<file path="config.mk">
export PLATFORM = sky130hd
export DESIGN_NAME = bp_me_clint_fwd_arbiter
export DESIGN_NICKNAME = d
export VERILOG_FILES = /design/src/rtl/bp_me_clint_fwd_arbiter.sv
export SDC_FILE = /design/constraint.sdc
export NUM_CORES = 1
export LEC_CHECK = 0
export CAP_MARGIN = 10
export CORE_AREA = 2 2 363 365
export DETAILED_ROUTE_END_ITERATION = 10
export DIE_AREA = 0 0 365 367
export PLACE_DENSITY = 0.3
export SYNTH_ARGS = -nofsm -noshare
export SYNTH_HDL_FRONTEND = slang
export SYNTH_SLANG_ARGS = --single-unit
</file>
<file path="constraint.sdc">
create_clock -name clk_i -period 9.9 [get_ports clk_i]
set_input_delay 2.97 -clock clk_i [delete_from_list [all_inputs] [get_ports clk_i]]
set_output_delay 2.97 -clock clk_i [all_outputs]
set_load 0.1 [all_outputs]
</file>
<file path="src/rtl/bp_me_clint_fwd_arbiter.sv">
// Shares one CLINT slice's single-beat mem_fwd/mem_rev pair among num_req_p requesters.
// Round-robin fwd grant with lock across backpressure; in-order ID tracker steers responses back.
module bp_me_clint_fwd_arbiter #(
  parameter int num_req_p      = 4,
  parameter int header_width_p = 64,
  parameter int data_width_p   = 64,
  parameter int els_p          = 4,
  localparam int lg_req_lp     = (num_req_p > 1) ? $clog2(num_req_p) : 1,
  localparam int cnt_w_lp      = $clog2(els_p + 1)
) (
  input  logic                                clk_i,
  input  logic                                reset_i,
  input  logic [num_req_p*header_width_p-1:0] req_fwd_header_i,
  input  logic [num_req_p*data_width_p-1:0]   req_fwd_data_i,
  input  logic [num_req_p-1:0]                req_fwd_v_i,
  output logic [num_req_p-1:0]                req_fwd_ready_and_o,
  output logic [header_width_p-1:0]           req_rev_header_o,
  output logic [data_width_p-1:0]             req_rev_data_o,
  output logic [num_req_p-1:0]                req_rev_v_o,
  input  logic [num_req_p-1:0]                req_rev_ready_and_i,
  output logic [header_width_p-1:0]           mem_fwd_header_o,
  output logic [data_width_p-1:0]             mem_fwd_data_o,
  output logic                                mem_fwd_v_o,
  input  logic                                mem_fwd_ready_and_i,
  input  logic [header_width_p-1:0]           mem_rev_header_i,
  input  logic [data_width_p-1:0]             mem_rev_data_i,
  input  logic                                mem_rev_v_i,
  output logic                                mem_rev_ready_and_o,
  output logic [cnt_w_lp-1:0]                 outstanding_o,
  output logic                                error_o
);

  localparam int lg_els_lp = (els_p > 1) ? $clog2(els_p) : 1;

  logic [lg_req_lp-1:0] rr_ptr_q, lock_id_q;
  logic                 lock_q;
  logic [lg_req_lp-1:0] id_mem_q [els_p];
  logic [lg_els_lp-1:0] wptr_q, rptr_q;
  logic [cnt_w_lp-1:0]  count_q, count_d;
  logic                 error_q;

  logic                 full, empty;
  logic                 grant_v;
  logic [lg_req_lp-1:0] grant_id;
  logic [lg_req_lp:0]   cand_sum;
  logic [lg_req_lp-1:0] cand;
  logic [lg_req_lp-1:0] head;
  logic                 fwd_hs, rev_hs;

  assign full  = (count_q == cnt_w_lp'(els_p));
  assign empty = (count_q == '0);
  assign head  = id_mem_q[rptr_q];

  // Locked grant ignores other valids; fresh grants need tracker space (registered count).
  always_comb begin
    grant_v  = 1'b0;
    grant_id = lock_id_q;
    cand_sum = '0;
    cand     = '0;
    if (lock_q) begin
      grant_v = req_fwd_v_i[lock_id_q];
    end else if (!full) begin
      for (int i = 0; i < num_req_p; i++) begin
        cand_sum = {1'b0, rr_ptr_q} + (lg_req_lp+1)'(i);
        if (cand_sum >= (lg_req_lp+1)'(num_req_p))
          cand_sum = cand_sum - (lg_req_lp+1)'(num_req_p);
        cand = cand_sum[lg_req_lp-1:0];
        if (!grant_v && req_fwd_v_i[cand]) begin
          grant_v  = 1'b1;
          grant_id = cand;
        end
      end
    end
    grant_v = grant_v & ~reset_i;
  end

  always_comb begin
    mem_fwd_header_o    = '0;
    mem_fwd_data_o      = '0;
    req_fwd_ready_and_o = '0;
    req_rev_v_o         = '0;
    for (int i = 0; i < num_req_p; i++) begin
      if (grant_id == lg_req_lp'(i)) begin
        mem_fwd_header_o       = req_fwd_header_i[i*header_width_p +: header_width_p];
        mem_fwd_data_o         = req_fwd_data_i[i*data_width_p +: data_width_p];
        req_fwd_ready_and_o[i] = grant_v & mem_fwd_ready_and_i;
      end
      if (head == lg_req_lp'(i))
        req_rev_v_o[i] = mem_rev_v_i & ~empty & ~reset_i;
    end
  end

  assign mem_fwd_v_o = grant_v;
  assign fwd_hs      = grant_v & mem_fwd_ready_and_i;

  // With an empty tracker, any response is an orphan: accept and drop it.
  assign mem_rev_ready_and_o = ~reset_i & (empty ? mem_rev_v_i : req_rev_ready_and_i[head]);
  assign rev_hs              = mem_rev_v_i & mem_rev_ready_and_o & ~empty;

  assign req_rev_header_o = mem_rev_header_i;
  assign req_rev_data_o   = mem_rev_data_i;

  assign count_d = count_q + cnt_w_lp'(fwd_hs) - cnt_w_lp'(rev_hs);

  always_ff @(posedge clk_i or posedge reset_i) begin
    if (reset_i) begin
      rr_ptr_q  <= '0;
      lock_q    <= 1'b0;
      lock_id_q <= '0;
      wptr_q    <= '0;
      rptr_q    <= '0;
      count_q   <= '0;
      error_q   <= 1'b0;
    end else begin
      count_q <= count_d;
      if (grant_v && !mem_fwd_ready_and_i) begin
        lock_q    <= 1'b1;
        lock_id_q <= grant_id;
      end
      if (fwd_hs) begin
        lock_q   <= 1'b0;
        rr_ptr_q <= (grant_id == lg_req_lp'(num_req_p-1)) ? '0 : grant_id + 1'b1;
        wptr_q   <= (wptr_q == lg_els_lp'(els_p-1)) ? '0 : wptr_q + 1'b1;
      end
      if (rev_hs)
        rptr_q <= (rptr_q == lg_els_lp'(els_p-1)) ? '0 : rptr_q + 1'b1;
      if (mem_rev_v_i && empty)
        error_q <= 1'b1;
    end
  end

  always_ff @(posedge clk_i) begin
    if (fwd_hs)
      id_mem_q[wptr_q] <= grant_id;
  end

  assign outstanding_o = count_q;
  assign error_o       = error_q;

endmodule
</file>
== Yosys cells after proc, flatten, opt, wreduce, memory -nomap -nowiden ==
Memory sizes are Yosys's and may differ from the RTL's.
Cells that the tools add are included.
Storage, ports and cells
  flip-flop bits (word level): 13
  bits in writable memories: 8
  input bits: 652
  output and inout bits: 270
  logic and storage cells: 127
  memories kept: 1
Memories
  id_mem_q: words 4, bits a word 2, rd ports 1, clocked after memory_dff 0, wr ports 1, RTL line 37  | logic [lg_req_lp-1:0] id_mem_q [els_p];
Operators by class
  add/subtract/negate cells: 12
  order comparisons: 10
  equality and inequality tests: 9
  muxes and demuxes: 66
  bitwise gates (word level): 9
  reductions and logical operators: 13
Operators with widths (number)
  two-way mux 64 bit: 8
  two-way mux 2 bit: 21
  two-way mux 1 bit: 31
  < comparator 2 x 3 -> 1 bit (second input constant): 6
  binary-select mux 1 bit (select 2 bit): 6
  equality test 2 bit (second input constant): 6
  >= comparator 3 bit (second input constant): 3
  subtractor 2 x 1 -> 2 bit (second input constant): 4
  bitwise AND 1 bit: 7
  adder 2 x 1 -> 2 bit (second input constant): 3
  adder 2 x 2 -> 3 bit (second input constant): 2
  logical AND 1 bit: 5
  equality test 2 x 1 -> 1 bit (second input constant): 2
  logical NOT 1 bit: 4
  logical NOT 2 bit: 2
  adder 2 x 1 -> 3 bit (second input constant): 1
  adder 3 x 1 -> 3 bit: 1
  equality test 3 bit (second input constant): 1
  >= comparator 2 x 3 -> 1 bit (second input constant): 1
  logical NOT 3 bit: 1
  subtractor 3 x 1 -> 3 bit: 1
  NOT 1 bit: 2
  nonzero test 2 bit: 1

== Logic depth before layout (Yosys ltp) ==
  depth after elaboration: 29
  mapped depth: 13
  mapped depth without buffers: 11

== Least setup slack after synthesis ==
No wires, ideal clock.
  path type: input to output
  from: input port req_fwd_v_i[0]
  to: output port mem_fwd_header_o[33]
  arrival time: 7.378 ns
  required time: 6.930 ns
  setup slack: -0.448 ns
  stages: 12
  buffers on the path: 4
  cells stage by stage: clkbuf_1 nor2_1 a221o_1 a22oi_1 nor2_1 o31ai_1 ha_1 clkbuf_1 clkbuf_1 clkbuf_1 a21oi_1 o21ai_0
Between the ends
  word-level cells in the longest chain between the ends: 25
  elaborated cells on any way between the ends: 37
  classes of those cells: eq/ne: 3; mux: 27; reduce/logical: 7
Ends and longest elaborated chain
  from (decl): RTL line 15  | input logic [num_req_p-1:0] req_fwd_v_i,
  binary-select mux 1 bit (select 2 bit): RTL line 68  | if (!grant_v && req_fwd_v_i[cand]) begin
  two-way mux 1 bit (not written as such): RTL line 68
  two-way mux 1 bit: RTL line 68
  two-way mux 1 bit: RTL line 62  | end else if (!full) begin
  two-way mux 1 bit: RTL line 60  | if (lock_q) begin
  logical NOT 1 bit: RTL line 68
  logical AND 1 bit: RTL line 68
  two-way mux 1 bit: RTL line 68
  (+8 left out)
  logical AND 1 bit: RTL line 68
  two-way mux 2 bit (*): RTL line 68
  two-way mux 2 bit (*): RTL line 62
  two-way mux 2 bit (*): RTL line 60
  via grant_id[1]: RTL line 44  | logic [lg_req_lp-1:0] grant_id;
  logical NOT 2 bit: RTL line 83  | if (grant_id == lg_req_lp'(i)) begin
  two-way mux 64 bit (3 in series): RTL line 83
  two-way mux 64 bit (*): RTL line 83
  to (decl): RTL line 21  | output logic [header_width_p-1:0] mem_fwd_header_o,
The timed path passes the listed nets; every way through them passes the cells marked *. The select of a mux whose other input is x is not followed.

== Worst setup path after layout ==
  from: input port req_fwd_v_i[2]
  to: output port mem_fwd_data_o[59]
Between the ends
  word-level cells in the longest chain between the ends: 25
  elaborated cells on any way between the ends: 37
  classes of those cells: eq/ne: 3; mux: 27; reduce/logical: 7
Ends and longest elaborated chain
  binary-select mux 1 bit (select 2 bit): RTL line 68
  two-way mux 1 bit (not written as such): RTL line 68
  two-way mux 1 bit: RTL line 68
  two-way mux 1 bit: RTL line 62
  two-way mux 1 bit: RTL line 60
  logical NOT 1 bit: RTL line 68
  logical AND 1 bit: RTL line 68
  two-way mux 1 bit: RTL line 68
  (+8 left out)
  logical AND 1 bit: RTL line 68
  two-way mux 2 bit (*): RTL line 68
  two-way mux 2 bit (*): RTL line 62
  two-way mux 2 bit (*): RTL line 60
  via grant_id[0]: RTL line 44
  logical NOT 2 bit: RTL line 83
  two-way mux 64 bit (3 in series): RTL line 83
  two-way mux 64 bit (*): RTL line 83
  to (decl): RTL line 22  | output logic [data_width_p-1:0] mem_fwd_data_o,
Marks and branches as above.

==> qor.csv <==
stage,metric,value,unit
die,core,130000,sq um
synth,ys_types,46,
die,ios,922,
worst_setup_path,r2r_slack,6.82,ns
timing,finalCritPeriodShare,96.3,%
routing,wl_per_cell,22.1,um
hold_path,hold_path.class,flop to flop,
timing,setup_viol,0,
placed_design,io_buffers,665,
synth,syn_nets,1802,
synth,ys_top_cells_by_area,"a21oi_1, nand2_1, buf_4",
cts,cts_buffers,3,
cts,cts_setup_buffers,0,
worst_setup_path,regToRegStartpoint,outstanding_o[2]$_DFF_PP0_,
synth,synth-seq-cells,21,
worst_setup_path,cp.arrival,6.56,ns
timing,rsz0062_at_grt,no,
timing,tightest_slew,1.05,ns
routing,ant_nets,0,
worst_setup_path,reg2reg_depth,12,
hold_path,min_from,error_o$_DFFE_PP0P_,
routing,routed_wirelength,74900,um
grt,grt_pass1_wl,95600,um
timing,clock.fmax,105,MHz
routing,drc,0,
synth,synth_top_area_share,19.2,%
grt,grt_pass1_vias,10192,
final_layout,layout_commonest_cell,clkdlybuf4s50_1,
timing,fin_ws,0.369,ns
cts,insertion_delay,0.26,ns
worst_setup_path,endpoint_kind,primary output,
worst_setup_path,setup.worst_path.class,input pin to primary output,
worst_setup_path,worstPathMaxFanout,59,
synth,synthArstFlopShare,61.9,%
timing,setup_tns,0,ns
cts,cts_tree,built,
cts,clk_pin_slew,0.05,ns
timing,slew_headroom,29.8,%
outcome,status,"finished, final reports clean",
timing,fin_crit,9.53,ns
final_layout,area_delta_synth_final,142,%
worst_setup_path,cp-start-kind,input pin,
synth,synthCells,1138,
cts,holdBufCountCts,0,
die,die-area,134000,sq um
final_layout,drive_gt1_share,12.7,%
grt,overflow,0,
cts,clk_path_buf_depth,2,
timing,clock-skew-final,0.00870,ns
grt,grt_start_max_net_pins,86,
synth,syn_area,6660,sq um
routing,dr.pass1.iters,4,
synth,synthFlopType,dfrtp_1,
worst_setup_path,cp.required,6.93,ns
job,cap_violations,0,
final_layout,nets,2290,
die,start_util,5.10,%
synth,ys_seq_area_share,8.50,%
cts,cts_sinks,21,
cts,root_buffer,clkbuf_16,
die,die_w,365,um
timing,maxSlewViolCount,0,
routing,viasPerCell,2.92,
cts,h-tree-depth,1,
final_layout,area.sequential,566,sq um
placed_design,place.gp.congestion,0.819,
routing,drt_iter0_drc,430,
timing,hold_viol_final,0,
grt,antenna_found_initial,26,
final_layout,layout_common_cells,"clkdlybuf4s50_1, nand2_1, a21oi_1, buf_12, o21ai_1",
final_layout,n_fill_cell,15200,
synth,syn_avg_cell_area,5.85,sq um
die,die_y,367,um
cts,cts_resized,0,
synth,synth_top_area_cell,a21oi_1,
placed_design,dp_slack,0.394,ns
worst_setup_path,r2r-end,outstanding_o[2]$_DFF_PP0_,
die,fp-row-count,133,
synth,synth-edff-count,8,
routing,vias,9869,
hold_path,worstHoldEndpoint,error_o$_DFFE_PP0P_,
grt,grt_use_total,10.5,%
synth,ys_warn_count,0,
placed_design,dp_hpwl,65900,um
hold_path,hold-path-cell-count,1,
final_layout,multiInputGateArea,4730,sq um
-- per-layer routing --
metal  share of wire (%)  GRT usage, %
met5                0.31         0.690
met3                  14          6.17
met4                0.98         0.744
met1                  35          10.9
met2                  49          18.7
-- cell families after synthesis --
kind of cell             count (synthesis)  synth area share (%)
XOR/XNOR                                 2                 0.263
buffers and inverters                  245                  21.2
adder cells (fa/ha/maj)                 12                  2.37
flip-flops                              21                  8.50
AND/OR/NAND/NOR                        435                  33.0
multiplexers                            15                  3.18
AO/OA/AOI/OAI                          408                  31.5
-- worst max path at each step --
| stage | from | end | slack [ns] | depth (start not counted) |
|---|---|---|---|---|
| 2_1_floorplan | req_fwd_v_i[0] | mem_fwd_header_o[33] | 0.30 | 12 |
| 3_3_place_gp | req_fwd_v_i[0] | mem_fwd_data_o[59] | 0.37 | 14 |
| 5_1_grt | req_fwd_v_i[2] | mem_fwd_header_o[0] | 0.17 | 15 |
| 4_1_cts | req_fwd_v_i[2] | mem_fwd_data_o[59] | 0.36 | 14 |
| 3_5_place_dp | req_fwd_v_i[2] | mem_fwd_data_o[59] | 0.39 | 14 |
| 6_report | req_fwd_v_i[2] | mem_fwd_data_o[59] | 0.37 | 14 |
-- flip-flops by register name, summed over array words and instances, names as in the netlist --
register / flops
id_mem_q: 8
outstanding_o: 3
lock_id_q: 2
rptr_q: 2
rr_ptr_q: 2
wptr_q: 2
error_o: 1
lock_q: 1
-- critical path: stages --
cell,delay (ns)
clkdlybuf4s50_1,0.65
nor2b_1,0.32
a21oi_1,0.07
o211a_1,0.24
o22ai_1,0.22
inv_1,0.26
ha_4,0.27
buf_12,0.17
buf_4,0.25
nand3b_1,0.21
a21oi_1,0.30
a21oi_1,0.07
o21ai_1,0.22
buf_12,0.21
-- cell usage after synthesis, types with 4 or more instances --
master,instances
nand2_1,261
a21oi_1,255
o21ai_0,135
buf_4,128
nand3b_1,127
clkbuf_1,102
nor2_1,15
dfrtp_1,13
ha_1,11
inv_1,11
and3_1,9
edfxtp_1,8
mux2i_1,5
mux2_4,4
nor2b_1,4
nor3_1,4
-- per-stage QoR --
step / std cells / hold WS (ns) / utilization [%] / instance area, sq um
floorplan: 1138 / 0.510 / - / 6660
global placement: 3376 / 0.478 / 12.3 / 16000
detailed placement: 3376 / 0.472 / 12.3 / 16000
CTS: 3380 / 0.487 / 12.3 / 16100
global route: 3380 / 0.516 / 12.3 / 16100
finish: 3382 / 0.470 / 12.4 / 16100
-- area by class of cell --
class / count / share of cell area [%]
Clock buffer: 3 / 0.466
Sequential cell: 21 / 3.51
Tap cell: 1755 / 13.6
Antenna cell: 2 / 0.0311
Inverter: 11 / 0.256
Timing Repair Buffer: 717 / 52.7
Multi-Input combinational cell: 872 / 29.4
Clock inverter: 1 / 0.0466
Power is not shown: default switching activity piles up to over one toggle a cycle in this logic, so the estimate is an artifact.
